**src/rtl/fifo_rd_stream_adapter.sv**
```systemverilog
// Drains a synchronous FIFO read port into a valid/ready stream with burst framing.
// A 2-entry skid buffer absorbs the FIFO's one-cycle read latency for full throughput.
module fifo_rd_stream_adapter #(
  parameter int DATA_WIDTH = 8,
  parameter int BURST_LEN  = 4,
  parameter int CNT_WIDTH  = 16
) (
  input  logic                  clk,
  input  logic                  reset,
  input  logic                  enable,
  input  logic                  fifo_empty,
  input  logic [DATA_WIDTH-1:0] fifo_data_out,
  output logic                  fifo_read_en,
  output logic                  m_valid,
  input  logic                  m_ready,
  output logic [DATA_WIDTH-1:0] m_data,
  output logic                  m_last,
  output logic [CNT_WIDTH-1:0]  word_count,
  output logic [CNT_WIDTH-1:0]  burst_count
);

  localparam logic [CNT_WIDTH-1:0] BEAT_MAX = CNT_WIDTH'(BURST_LEN - 1);

  logic [DATA_WIDTH-1:0] data0_q, data0_d;
  logic [DATA_WIDTH-1:0] data1_q, data1_d;
  logic                  last0_q, last0_d;
  logic                  last1_q, last1_d;
  logic [1:0]            occ_q, occ_d;
  logic                  inflight_q, inflight_d;
  logic [CNT_WIDTH-1:0]  beat_q, beat_d;
  logic [CNT_WIDTH-1:0]  word_count_q, word_count_d;
  logic [CNT_WIDTH-1:0]  burst_count_q, burst_count_d;

  logic                  pop;
  logic                  cap_last;
  logic [2:0]            level;

  // Read issue, capture into the tail, head advance on pop, and counters.
  always_comb begin
    pop      = (occ_q != 2'd0) && m_ready;
    // Post-pop occupancy including the word already on its way from the FIFO.
    level    = {1'b0, occ_q} + {2'b00, inflight_q} - {2'b00, pop};
    fifo_read_en = !reset && enable && !fifo_empty && (level < 3'd2);
    cap_last = (beat_q == BEAT_MAX);

    data0_d       = data0_q;
    data1_d       = data1_q;
    last0_d       = last0_q;
    last1_d       = last1_q;
    occ_d         = occ_q;
    inflight_d    = fifo_read_en;
    beat_d        = beat_q;
    word_count_d  = word_count_q;
    burst_count_d = burst_count_q;

    if (inflight_q) begin
      beat_d = cap_last ? {CNT_WIDTH{1'b0}} : beat_q + {{(CNT_WIDTH-1){1'b0}}, 1'b1};
    end else begin
      beat_d = beat_q;
    end

    case ({pop, inflight_q})
      2'b10: begin
        data0_d = data1_q;
        last0_d = last1_q;
        occ_d   = occ_q - 2'd1;
      end
      2'b01: begin
        if (occ_q == 2'd0) begin
          data0_d = fifo_data_out;
          last0_d = cap_last;
        end else begin
          data1_d = fifo_data_out;
          last1_d = cap_last;
        end
        occ_d = occ_q + 2'd1;
      end
      2'b11: begin
        if (occ_q == 2'd2) begin
          data0_d = data1_q;
          last0_d = last1_q;
          data1_d = fifo_data_out;
          last1_d = cap_last;
        end else begin
          data0_d = fifo_data_out;
          last0_d = cap_last;
        end
      end
      default: begin
        occ_d = occ_q;
      end
    endcase

    if (pop) begin
      word_count_d = word_count_q + {{(CNT_WIDTH-1){1'b0}}, 1'b1};
      if (last0_q) begin
        burst_count_d = burst_count_q + {{(CNT_WIDTH-1){1'b0}}, 1'b1};
      end else begin
        burst_count_d = burst_count_q;
      end
    end else begin
      word_count_d = word_count_q;
    end
  end

  // State registers; reset also discards any word still returning from the FIFO.
  always_ff @(posedge clk) begin
    if (reset) begin
      data0_q       <= {DATA_WIDTH{1'b0}};
      data1_q       <= {DATA_WIDTH{1'b0}};
      last0_q       <= 1'b0;
      last1_q       <= 1'b0;
      occ_q         <= 2'd0;
      inflight_q    <= 1'b0;
      beat_q        <= {CNT_WIDTH{1'b0}};
      word_count_q  <= {CNT_WIDTH{1'b0}};
      burst_count_q <= {CNT_WIDTH{1'b0}};
    end else begin
      data0_q       <= data0_d;
      data1_q       <= data1_d;
      last0_q       <= last0_d;
      last1_q       <= last1_d;
      occ_q         <= occ_d;
      inflight_q    <= inflight_d;
      beat_q        <= beat_d;
      word_count_q  <= word_count_d;
      burst_count_q <= burst_count_d;
    end
  end

  assign m_valid     = (occ_q != 2'd0);
  assign m_data      = data0_q;
  assign m_last      = last0_q;
  assign word_count  = word_count_q;
  assign burst_count = burst_count_q;

endmodule
```
**config.mk**
```make
export PLATFORM = sky130hd
export DESIGN_NAME = fifo_rd_stream_adapter
export DESIGN_NICKNAME = d
export VERILOG_FILES = /design/src/rtl/fifo_rd_stream_adapter.sv
export SDC_FILE = /design/constraint.sdc
export NUM_CORES = 1
export LEC_CHECK = 0
export CAP_MARGIN = 25
export CORE_MARGIN = 2
export CORE_UTILIZATION = 53
export CTS_CLUSTER_DIAMETER = 120
export CTS_CLUSTER_SIZE = 14
export DETAILED_ROUTE_END_ITERATION = 12
export PLACE_DENSITY = 0.8
export SKIP_CTS_REPAIR_TIMING = 1
export SYNTH_ARGS = -nofsm -noshare
export SYNTH_HDL_FRONTEND = slang
export SYNTH_SLANG_ARGS = --single-unit
```
**constraint.sdc**
```tcl
create_clock -name clk -period 4.6 [get_ports clk]
set_input_delay 1.38 -clock clk [delete_from_list [all_inputs] [get_ports clk]]
set_output_delay 1.38 -clock clk [all_outputs]
set_load 0.01 [all_outputs]
```
==> results.ini, run 1 <==
[outcome]
outcome=completed

[logic_synthesis]
synthCells=354
syn_area_sq_um=3217
synthArstFlopShare_pct=0
synth-edff-count=0
ys_warn_count=0
synth.yosys.seq_area_share_pct=42.94
ys_types=43
ys.flop_type=dfxtp_1
postSynthNetCount=374
ys_seq_elements=69
synth_area_per_cell_sq_um=9.087

[flow_run]
cap_violations=0

[finish]
nets=434
multi_input_area_sq_um=1729
fillers=467
layout-drive-gt1-share_pct=10.02
antenna_cells=0
area_delta_synth_final_pct=27.11
layout.area.seq_sq_um=1381
stdcell_count=494

[global_route]
grt_antenna_before_repair=0
grt_pass1_vias=2528
grt_overflow=0
grt_first_pass_wirelength_mm=11.56
grt_max_degree=61
grtUsageTotal_pct=22.24

[floorplanning]
die_h_um=81.91
num_rows=28
ios=56
fp.coreArea_sq_um=5886
initial_utilization_pct=54.66
die_area_sq_um=6708
die_w_um=81.91

[critical_path]
cp.arrival_ns=3.12
cp.required_ns=3.22
r2r-end=beat_q[12]$_SDFFE_PP0P_
regToRegSetupSlack_ns=2.57
cp_top_family=adder cells
crit_chain=dlymetal6s2s_1 -> o21ai_2 -> inv_2 -> ha_1 -> or2b_1 -> fa_1 -> nand2_1 -> nor4_2 -> buf_2
cp_num_buf_inv=3
ff2ff_path_depth=5
reg2reg_from=beat_q[0]$_SDFFE_PP0P_
critPathMaxFanout=2
cp.depth=9
path_class=input pin to output port
crit_start=m_ready
startpoint_type=input pin
crit_slowest_cell=fa_1
end_kind=output port
endpoint=fifo_read_en
crit_path_max_incr_delay_ns=0.49

[sta]
finalCritPeriodShare_pct=97.84
report.final.slew_viol_count=0
tns_ns=0
slew_headroom_pct=59.81
setup_viol=0
grt_setup_unrepaired=no
fmax_mhz=222.2
worst_slew_pin_slew_ns=0.6029
hold_viol_final=0
min_period_ns=4.501
hold_ws_ns=0.4931
finClkSkew_ns=0.01010

[drt]
routed_wl_mm=7.059
num_vias=2756
ant_nets=0
drtIter0Drc=148
drt-vias-per-instance=5.579
wl_per_cell_um=14.29
first_pass_iters=4
drc=0

[place]
dp.cells=478
detailed_place_hpwl_mm=4.724
gp_congestion=0.8122
place.port_buffers=55

[clocking]
htree_levels=3
cts_tree=yes
clock_path_buffers=2
clock_latency_ns=0.34
numCtsBuffers=9
clk_pin_slew_ns=0.07
clkSinkCount=69
clockRootBuffer=clkbuf_8

[power]
powerDensity_nw_per_um2=411.3
ir_worst_vdd_mv=0.3237
power_leakage_nw=1.437

[min_path]
worstHoldPathType=flip-flop to flip-flop

==> layout by cell type, fill, tap and decap left out, types with 9 or more instances in the layout <==
cell             Yosys  final
dfxtp_1             69     69
nand3_1             17     17
a221oi_1             9      9
nor3_1              23     23
nand4_1             10     10
nor4_1              15     14
nand2_1             15     15
clkbuf_8             0     10
nor2_1              63     63
clkdlybuf4s50_1      0     52
xor2_1              11     11
a21oi_1              9      9
mux2i_1             11     11
buf_4                0      9
xnor2_1             27     27
==> logic make-up (layout without fill, tap and decap cells) <==
kind of cell / count (synthesis) / after routing / synth area share (%)
AOI/OAI and AO/OA: 35 / 35 / 8.908
DFF: 69 / 69 / 42.94
muxes: 16 / 16 / 5.251
buffers and inverters: 24 / 89 / 3.500
and+or+nand+nor: 165 / 165 / 26.10
xor gates and xnor gates: 38 / 38 / 10.35
adders and majority gates: 7 / 7 / 2.956
==> Yosys cell counts (all sizes together) (6+ instances only) <==
cell type  instances  area [sq um]
dfxtp             69          1381
nor2              63         236.5
xnor2             27         236.5
nor3              23         115.1
nand3             17         85.08
nor4              17         136.4
nand2             15         56.30
mux2i             12         123.9
nand4             12         87.58
xor2              11         96.34
a21oi             10         61.31
a221oi             9         78.83
inv                9         33.78
buf                8         51.29
clkbuf             7         27.52
ha                 6         75.07
==> where the power goes <==
group | switching (W) | internal [W] | total [W]
Clock | 0.000227 | 0.000375 | 0.000602
Combinational | 0.000213 | 0.000182 | 0.000395
Sequential | 0.0000384 | 0.000647 | 0.000685
Total | 0.000478 | 0.00120 | 0.00168
==> flip-flops by register name, indices dropped and copies added, names as in the netlist <==
signal and flops:
burst_count 16, word_count 16, beat_q 16, data1_q 8, inflight_q 1, m_last 1
occ_q 2, m_data 8, last1_q 1
==> routing by layer <==
metal / wire, um / GRT usage (%)
met1: 3294 / 29.75
met2: 3338 / 34.47
met3: 308 / 3.516
met4: 118 / 11.67
met5: 0 / 0
==> metrics by stage <==
step	utilization (%)	power, W	setup WS, ns	cell area (sq um)
2_1_floorplan	-	0.0009331	0.09264	3217
3_3_place_gp	65.33	0.001079	-0.5777	3845
3_5_place_dp	65.33	0.001093	-0.6166	3845
4_1_cts	69.41	0.001687	-0.6430	4085
5_1_grt	69.47	0.001763	0.004837	4089
6_report	69.47	0.001682	0.09947	4089
==> cell type report <==
class,instances,area share (%)
inverter,9,0.8262
clock inverter,4,2.326
multi-input combinational,261,42.29
timing repair buffer,64,14.93
sequential,69,33.78
tap,75,2.295
clock buffer,12,3.550
==> worst min-delay path, cell delays in order, from the launching register on <==
cell and delay [ns]:
dfxtp_1 0.31, nor2_1 0.10, nor3_1 0.04
==> worst min path at each step <==
stage                                 startpoint                     end  slack, ns  cells after the start
after global placement      last1_q$_SDFFE_PP0P_    last1_q$_SDFFE_PP0P_       0.47                      2
after global routing      m_data[3]$_SDFFE_PP0P_  m_data[3]$_SDFFE_PP0P_       0.53                      2
after floorplan             last1_q$_SDFFE_PP0P_    last1_q$_SDFFE_PP0P_       0.46                      2
after CTS                 m_data[3]$_SDFFE_PP0P_  m_data[3]$_SDFFE_PP0P_       0.49                      2
after detailed placement  m_data[3]$_SDFFE_PP0P_  m_data[3]$_SDFFE_PP0P_       0.48                      2
final                     m_data[3]$_SDFFE_PP0P_  m_data[3]$_SDFFE_PP0P_       0.49                      2
Note: power is estimated with default switching activity, not from simulation.
==> run 2: changes to the inputs <==
- CORE_UTILIZATION: 53 -> 55
- PLACE_DENSITY: 0.8 -> 0.83
- clock period: 4.6 -> 5.6 ns (I/O delays scaled with it)
==> results.ini, run 2 (synthesis gave the netlist of run 1 again) <==
[sta]
fmax_mhz=190.7
setup_viol=0
hold_viol_final=0
finClkSkew_ns=0.007710
tns_ns=0
min_period_ns=5.245
grt_setup_unrepaired=no
slew_headroom_pct=58.94
report.final.slew_viol_count=0
worst_slew_pin_slew_ns=0.6151
finalCritPeriodShare_pct=93.66

[min_path]
worstHoldPathType=flip-flop to flip-flop
hold_path.startpoint=m_data[0]$_SDFFE_PP0P_
hold-path-cell-count=2

[finish]
fillers=409
nets=433
layout_common_cells=dfxtp_1 (69), nor2_1 (63), clkdlybuf4s50_1 (52), xnor2_1 (27), nor3_1 (23)
antenna_cells=0
area_delta_synth_final_pct=26.95
mostFrequentLayoutCell=dfxtp_1
layout-drive-gt1-share_pct=10.29

[power]
ir_worst_vdd_mv=0.2303
power_leakage_nw=1.436
powerDensity_nw_per_um2=334.6
finalPower_w=0.001367

[critical_path]
cp.arrival_ns=3.56
critPathMaxFanout=2
path_class=input pin to output port
startpoint_type=input pin
end_kind=output port
reg2reg_from=occ_q[1]$_SDFFE_PP0N_
cp.required_ns=3.92
crit_start=m_ready
ff2ff_path_depth=7

[drt]
drtIter0Drc=119
ant_nets=0
num_vias=2756
drt-vias-per-instance=5.624
routed_wl_mm=6.892
first_pass_iters=4
drc=0
wl_per_cell_um=14.07

[clocking]
clockRootBuffer=clkbuf_8
clk_pin_slew_ns=0.07
clkSinkCount=69
clock_path_buffers=2
numCtsBuffers=9
htree_levels=3
cts_tree=yes
clock_latency_ns=0.34

[outcome]
outcome=completed

[global_route]
grt_antenna_before_repair=0
grt_first_pass_wirelength_mm=11.51
grtUsageTotal_pct=22.63
grt_pass1_vias=2659
grt_max_degree=61
grt_overflow=0

[flow_run]
cap_violations=0

[floorplanning]
die_h_um=80.48
die_area_sq_um=6476
die_w_um=80.48
fp.coreArea_sq_um=5574
ios=56
num_rows=27
initial_utilization_pct=57.71

[place]
detailed_place_hpwl_mm=4.748
gp_congestion=0.8398
place.port_buffers=55

[run 2: area by class of cell]
type / instances / area (sq um) / share of cell area, %
clock buffers: 9 / 123.9 / 3.033
clock inverters: 7 / 113.9 / 2.788
inverters: 9 / 33.78 / 0.8272
multi-input cells: 261 / 1738 / 42.56
flip-flops and latches: 69 / 1381 / 33.82
well taps: 72 / 90.09 / 2.206
repair buffers: 63 / 603.1 / 14.77
[run 2: path summary, 6_finish.rpt]
check,slack [ns],end
min reg2reg,0.49,m_data[0]$_SDFFE_PP0P_
min,0.49,m_data[0]$_SDFFE_PP0P_
max,0.36,fifo_read_en
max reg2reg,3.24,m_data[2]$_SDFFE_PP0P_
[run 2: metal layers]
metal | vias up | wire, um | global-route usage, %
met4 | 0 | 176 | 10.34
met5 | - | 0 | 0
li1 | 1370 | - | -
met3 | 19 | 257 | 3.820
met2 | 67 | 3428 | 40.08
met1 | 1300 | 3030 | 26.51
[run 2: critical path: stages]
cell            delay [ns]
dlymetal6s2s_1        0.16
o21ai_2               0.09
inv_2                 0.06
ha_1                  0.29
or2b_1                0.24
fa_1                  0.48
nand2_1               0.10
nor4_4                0.30
buf_2                 0.17
[run 2: where the power goes]
| group | leakage, nW | total [W] | switching [W] | internal [W] |
|---|---|---|---|---|
| registers | 0.557 | 0.000572 | 0.0000408 | 0.000532 |
| logic | 0.755 | 0.000312 | 0.000164 | 0.000147 |
| clock network | 0.123 | 0.000483 | 0.000188 | 0.000294 |
[run 2: per-stage QoR]
| step | cell area [sq um] | setup WS, ns | util [%] | cells | hold WS, ns |
|---|---|---|---|---|---|
| 2_1_floorplan | 3217 | 0.4926 | - | 354 | 0.4604 |
| 3_3_place_gp | 3834 | -0.3433 | 68.78 | 474 | 0.4738 |
| 3_5_place_dp | 3834 | -0.3625 | 68.78 | 474 | 0.4853 |
| 4_1_cts | 4071 | -0.3832 | 73.04 | 490 | 0.4974 |
| 5_1_grt | 4084 | 0.2328 | 73.27 | 490 | 0.5189 |
| 6_report | 4084 | 0.3553 | 73.27 | 490 | 0.4948 |
==> run 3: changes to the inputs <==
- MAX_ROUTING_LAYER: default -> met4
- PLACE_DENSITY: 0.83 -> default
- PLACE_DENSITY_LB_ADDON: default -> 0.3
==> results.ini, run 3 (synthesis gave the netlist of run 1 again) <==
[global_route]
grt_overflow=0
grt_first_pass_wirelength_mm=11.45
grt_antenna_before_repair=0
grt_max_degree=61
grtUsageTotal_pct=23.21
grt_pass1_vias=2601

[drt]
num_vias=2707
drt-vias-per-instance=5.524
drtIter0Drc=135
wl_per_cell_um=13.94
routed_wl_mm=6.833
drc=0
first_pass_iters=4
ant_nets=0

[finish]
area_delta_synth_final_pct=24.62
fin_area_sq_um=4009
final_core_util_pct=71.92
mostFrequentLayoutCell=dfxtp_1
nets=434
layout-drive-gt1-share_pct=9.330
antenna_cells=0
fillers=441
layout_common_cells=dfxtp_1 (69), nor2_1 (63), clkdlybuf4s50_1 (53), xnor2_1 (27), nor3_1 (23)

[power]
powerDensity_nw_per_um2=305.5
ir_worst_vdd_mv=0.1822
power_leakage_nw=1.406

[sta]
slew_headroom_pct=58.93
report.final.slew_viol_count=0
setup_viol=0
finalCritPeriodShare_pct=97.37
hold_viol_final=0
finClkSkew_ns=0.005742
fmax_mhz=183.4
min_period_ns=5.453
worst_slew_pin_slew_ns=0.6153
grt_setup_unrepaired=no

[critical_path]
path_class=input pin to output port
cp_num_buf_inv=3
crit_slowest_cell=clkdlybuf4s50_1
cp_top_family=buffers and inverters
critPathMaxFanout=2
cp.required_ns=3.92
crit_path_max_incr_delay_ns=0.50
startpoint_type=input pin
crit_chain=clkdlybuf4s50_1 -> o21ai_2 -> inv_2 -> ha_1 -> or2b_1 -> fa_1 -> nand2_1 -> nor4_2 -> dlymetal6s2s_1
end_kind=output port
cp.arrival_ns=3.77

[floorplanning]
die_area_sq_um=6476
num_rows=27
initial_utilization_pct=57.71
fp.coreArea_sq_um=5574
ios=56
die_w_um=80.48
die_h_um=80.48

[clocking]
numCtsBuffers=9
htree_levels=3
clock_latency_ns=0.34
clkSinkCount=69
clk_pin_slew_ns=0.07
clockRootBuffer=clkbuf_8
clock_path_buffers=2
cts_tree=yes

[place]
placed_area_sq_um=3841
gp_congestion=0.8540
detailed_place_hpwl_mm=4.691
place.port_buffers=55

[min_path]
worstHoldPathType=flip-flop to flip-flop

[outcome]
outcome=completed

[flow_run]
cap_violations=0

run 3: worst paths after layout:
| kind | startpoint | to | slack (ns) | depth (start not counted) |
|---|---|---|---|---|
| hold reg to reg | m_data[4]$_SDFFE_PP0P_ | m_data[4]$_SDFFE_PP0P_ | 0.49 | 2 |
| setup reg to reg | occ_q[1]$_SDFFE_PP0N_ | m_data[3]$_SDFFE_PP0P_ | 3.23 | 7 |
| hold / removal | m_data[4]$_SDFFE_PP0P_ | m_data[4]$_SDFFE_PP0P_ | 0.49 | 2 |
| setup / recovery | m_ready | fifo_read_en | 0.15 | 9 |
run 3: where the power goes:
group	switching, W	leakage, nW	internal [W]
registers	0.0000398	0.557	0.000532
clock network	0.000173	0.0833	0.000169
logic	0.000161	0.765	0.000150
run 3: per-stage QoR:
step	hold WS (ns)	instances	TNS (ns)	total power, W	setup WS [ns]
global route	0.5209	490	0	0.001292	0.02750
detailed placement	0.4791	475	-0.2957	0.0008901	-0.2957
CTS	0.4925	490	-0.3145	0.001230	-0.3145
global placement	0.4742	475	-0.2941	0.0008810	-0.2941
finish	0.4889	490	0	0.001225	0.1473
floorplan	0.4604	354	0	0.0007665	0.4926
run 3: layer usage:
layer / up-vias / GRT usage [%] / wire length (um) / part of all wire [%]
li1: 1374 / - / - / -
met1: 1249 / 27.64 / 3081 / 45
met2: 70 / 37.25 / 3284 / 48
met3: 14 / 4.494 / 304 / 4.4
met4: 0 / 12.20 / 163 / 2.4
met5: - / - / 0 / 0
run 3: layout make-up:
type / count / area [sq um] / share of cell area, %
clock buffers: 13 / 148.9 / 3.714
clock inverters: 2 / 10.01 / 0.2497
inverters: 9 / 33.78 / 0.8427
multi-input cells: 261 / 1729 / 43.13
flip-flops and latches: 69 / 1381 / 34.46
well taps: 72 / 90.09 / 2.247
repair buffers: 64 / 615.6 / 15.36
run 3: worst reg2reg max path, cell delays in order (launching register included):
cell      delay, ns
dfxtp_1        0.71
o21ai_2        0.15
inv_2          0.08
buf_4          0.17
ha_1           0.26
mux2i_2        0.51
a221oi_1       0.18
nor3_1         0.22
==> variant (flow settings as in run 2) <==
Put one more register stage on the output `word_count`. The value now appears one clock later. The other outputs are not delayed to match.
--- a/src/rtl/fifo_rd_stream_adapter.sv
+++ b/src/rtl/fifo_rd_stream_adapter.sv
@@ -132,5 +132,7 @@
   assign m_data      = data0_q;
   assign m_last      = last0_q;
-  assign word_count  = word_count_q;
+  always_ff @(posedge clk) begin
+    word_count <= word_count_q;
+  end
   assign burst_count = burst_count_q;
 
Check against the original RTL: not equivalent (Yosys sat finds a counterexample within 4 cycles, from zero or initial values and one cycle with reset high).
==> variant against run 2 <==
  * Sequential cell count increased by 16
  * Design area increased by 3.5%
  * Synthesized cell count increased by 2.5%
  * Synthesized area increased by 6.8%
  * Count of clock-buffer cells in the layout increased by 1
  * Clock skew increased by 0.95 ps
  * Core utilization decreased by 2.7 points
  * Total power increased by 2.3%
  * Setup slack got worse by 210 ps
  * Routed wire length decreased by 1.1%
  * First-iteration DRC count decreased by 4.2%
  * Register-to-register slack got worse by 200 ps
==> variant: results (changes against run 2) <==
stage,metric,value,unit,change
place,HPWL after DPL,4540,microns,-4.5%
power,Leak Pwr,1.48,nW,+3.1%
synthesis,Mapped Nets,383,,+2.4%
synthesis,synth cell count leaders,"dfxtp_1, nor2_1, xor2_1, nand2_1, xnor2_1",,
timing,Max-Slew Margin vs Limit,0.496,,-0.0929
synthesis,Post-Syn Instances,363,,+2.5%
route,Initial DRC Count,114,,-4.2%
timing,period utilization,0.974,,+0.0374
route,vias per inst,5.70,,+1.4%
place,Final GP Congestion,0.835,,-0.56%
worst_setup_path,CP arrival,3770,ps,+210 ps
global_routing,met3 usage in global routing,0.0616,,+0.0234
timing,worst clock skew,8.66,ps,+0.948 ps
global_routing,M1 GR Usage,0.240,,-0.0252
route,vias,2841,,+3.1%
worst_setup_path,CP max stage delay,510,ps,+30 ps
synthesis,Ys Warns,0,,unchanged
cells_and_area,layout cell share with drive strength beyond 1,0.0686,,-0.0343
synthesis,Netlist cell types,40,,-7.0%
synthesis,largest cells by area after synthesis,"dfxtp_1, nor2_1, xor2_1",,
cells_and_area,nets,438,,+1.2%
power,VDD IR-drop max,0.000267,V,+16%
global_routing,M2 GR Usage,0.342,,-0.0585
run_status,outcome,"finished, final reports clean",,
cells_and_area,Fill cells,447,,+9.3%
synthesis,sequential area share after synthesis,0.495,,+0.0659
place,placed cell count,482,,+1.7%
global_routing,gr usage total,0.200,,-0.0265
global_routing,first-pass GRT wire length,11400,microns,-0.78%
global_routing,largest net degree at the start of global routing,55,,-9.8%
synthesis,register bit total from synthesis,85,,+23%
global_routing,vias in the first global route,2581,,-2.9%
worst_setup_path,"Slowest-stage cell, CP",clkdlybuf4s50_1,,
worst_setup_path,R2R Setup Slk,3040,ps,-200 ps
route,DR WL/cell,13.7,microns,-2.7%
-- variant: path summary, 6_finish.rpt --
check,startpoint,end,depth (start not counted)
worst max register to register,occ_q[1],m_last,9
worst min-delay path,word_count_q[13],word_count[13],0
worst max-delay path,m_ready,fifo_read_en,9
worst min register to register,word_count_q[13],word_count[13],0
-- variant: where the power goes --
| part | total [W] | internal [W] | switching [W] | leakage, nW |
|---|---|---|---|---|
| Combinational | 0.000286 | 0.000143 | 0.000143 | 0.701 |
| Sequential | 0.000698 | 0.000649 | 0.0000498 | 0.686 |
| Clock | 0.000414 | 0.000205 | 0.000209 | 0.0923 |
| Total | 0.00140 | 0.000996 | 0.000401 | 1.48 |
-- variant: layer usage --
layer,vias up,wire length [microns]
met5,-,0
met4,0,68
met3,8,247
met2,60,3470
met1,1368,3030
li1,1405,-
-- variant: cells by family (layout without fill, tap and decap cells) --
group	after synthesis	after routing	synth area share
muxes	12	12	0.0350
DFF	85	85	0.495
and+or+nand+nor	157	157	0.229
xor gates and xnor gates	37	37	0.0943
adders and majority gates	7	7	0.0277
AOI/OAI and AO/OA	43	43	0.0878
buffers and inverters	22	82	0.0313
-- variant: final cells by class --
| cell class | count | area [sq um] | area share |
|---|---|---|---|
| clock buffer | 10 | 128 | 0.0302 |
| clock inverter | 6 | 63.8 | 0.0151 |
| inverter | 5 | 18.8 | 0.00444 |
| multi-input combinational | 256 | 1630 | 0.385 |
| sequential | 85 | 1700 | 0.403 |
| tap | 75 | 93.8 | 0.0222 |
| timing repair buffer | 61 | 593 | 0.140 |
-- variant: worst max-delay path, delay by kind of cell --
family	cells	cell delay [ps]
fa+ha+maj	2	720
buf+inv	3	770
simple gates	4	590
-- variant: per-stage QoR --
stage / instance area (sq um) / setup WS [ps] / hold slack [ps] / setup TNS (ps) / util
global placement: 4030 / -244 / 350 / -244 / 0.673
floorplan: 3440 / 546 / 339 / 0 / -
global route: 4230 / 13.5 / 400 / 0 / 0.705
detailed placement: 4030 / -279 / 372 / -279 / 0.673
CTS: 4220 / -295 / 383 / -295 / 0.705
finish: 4230 / 146 / 388 / 0 / 0.705
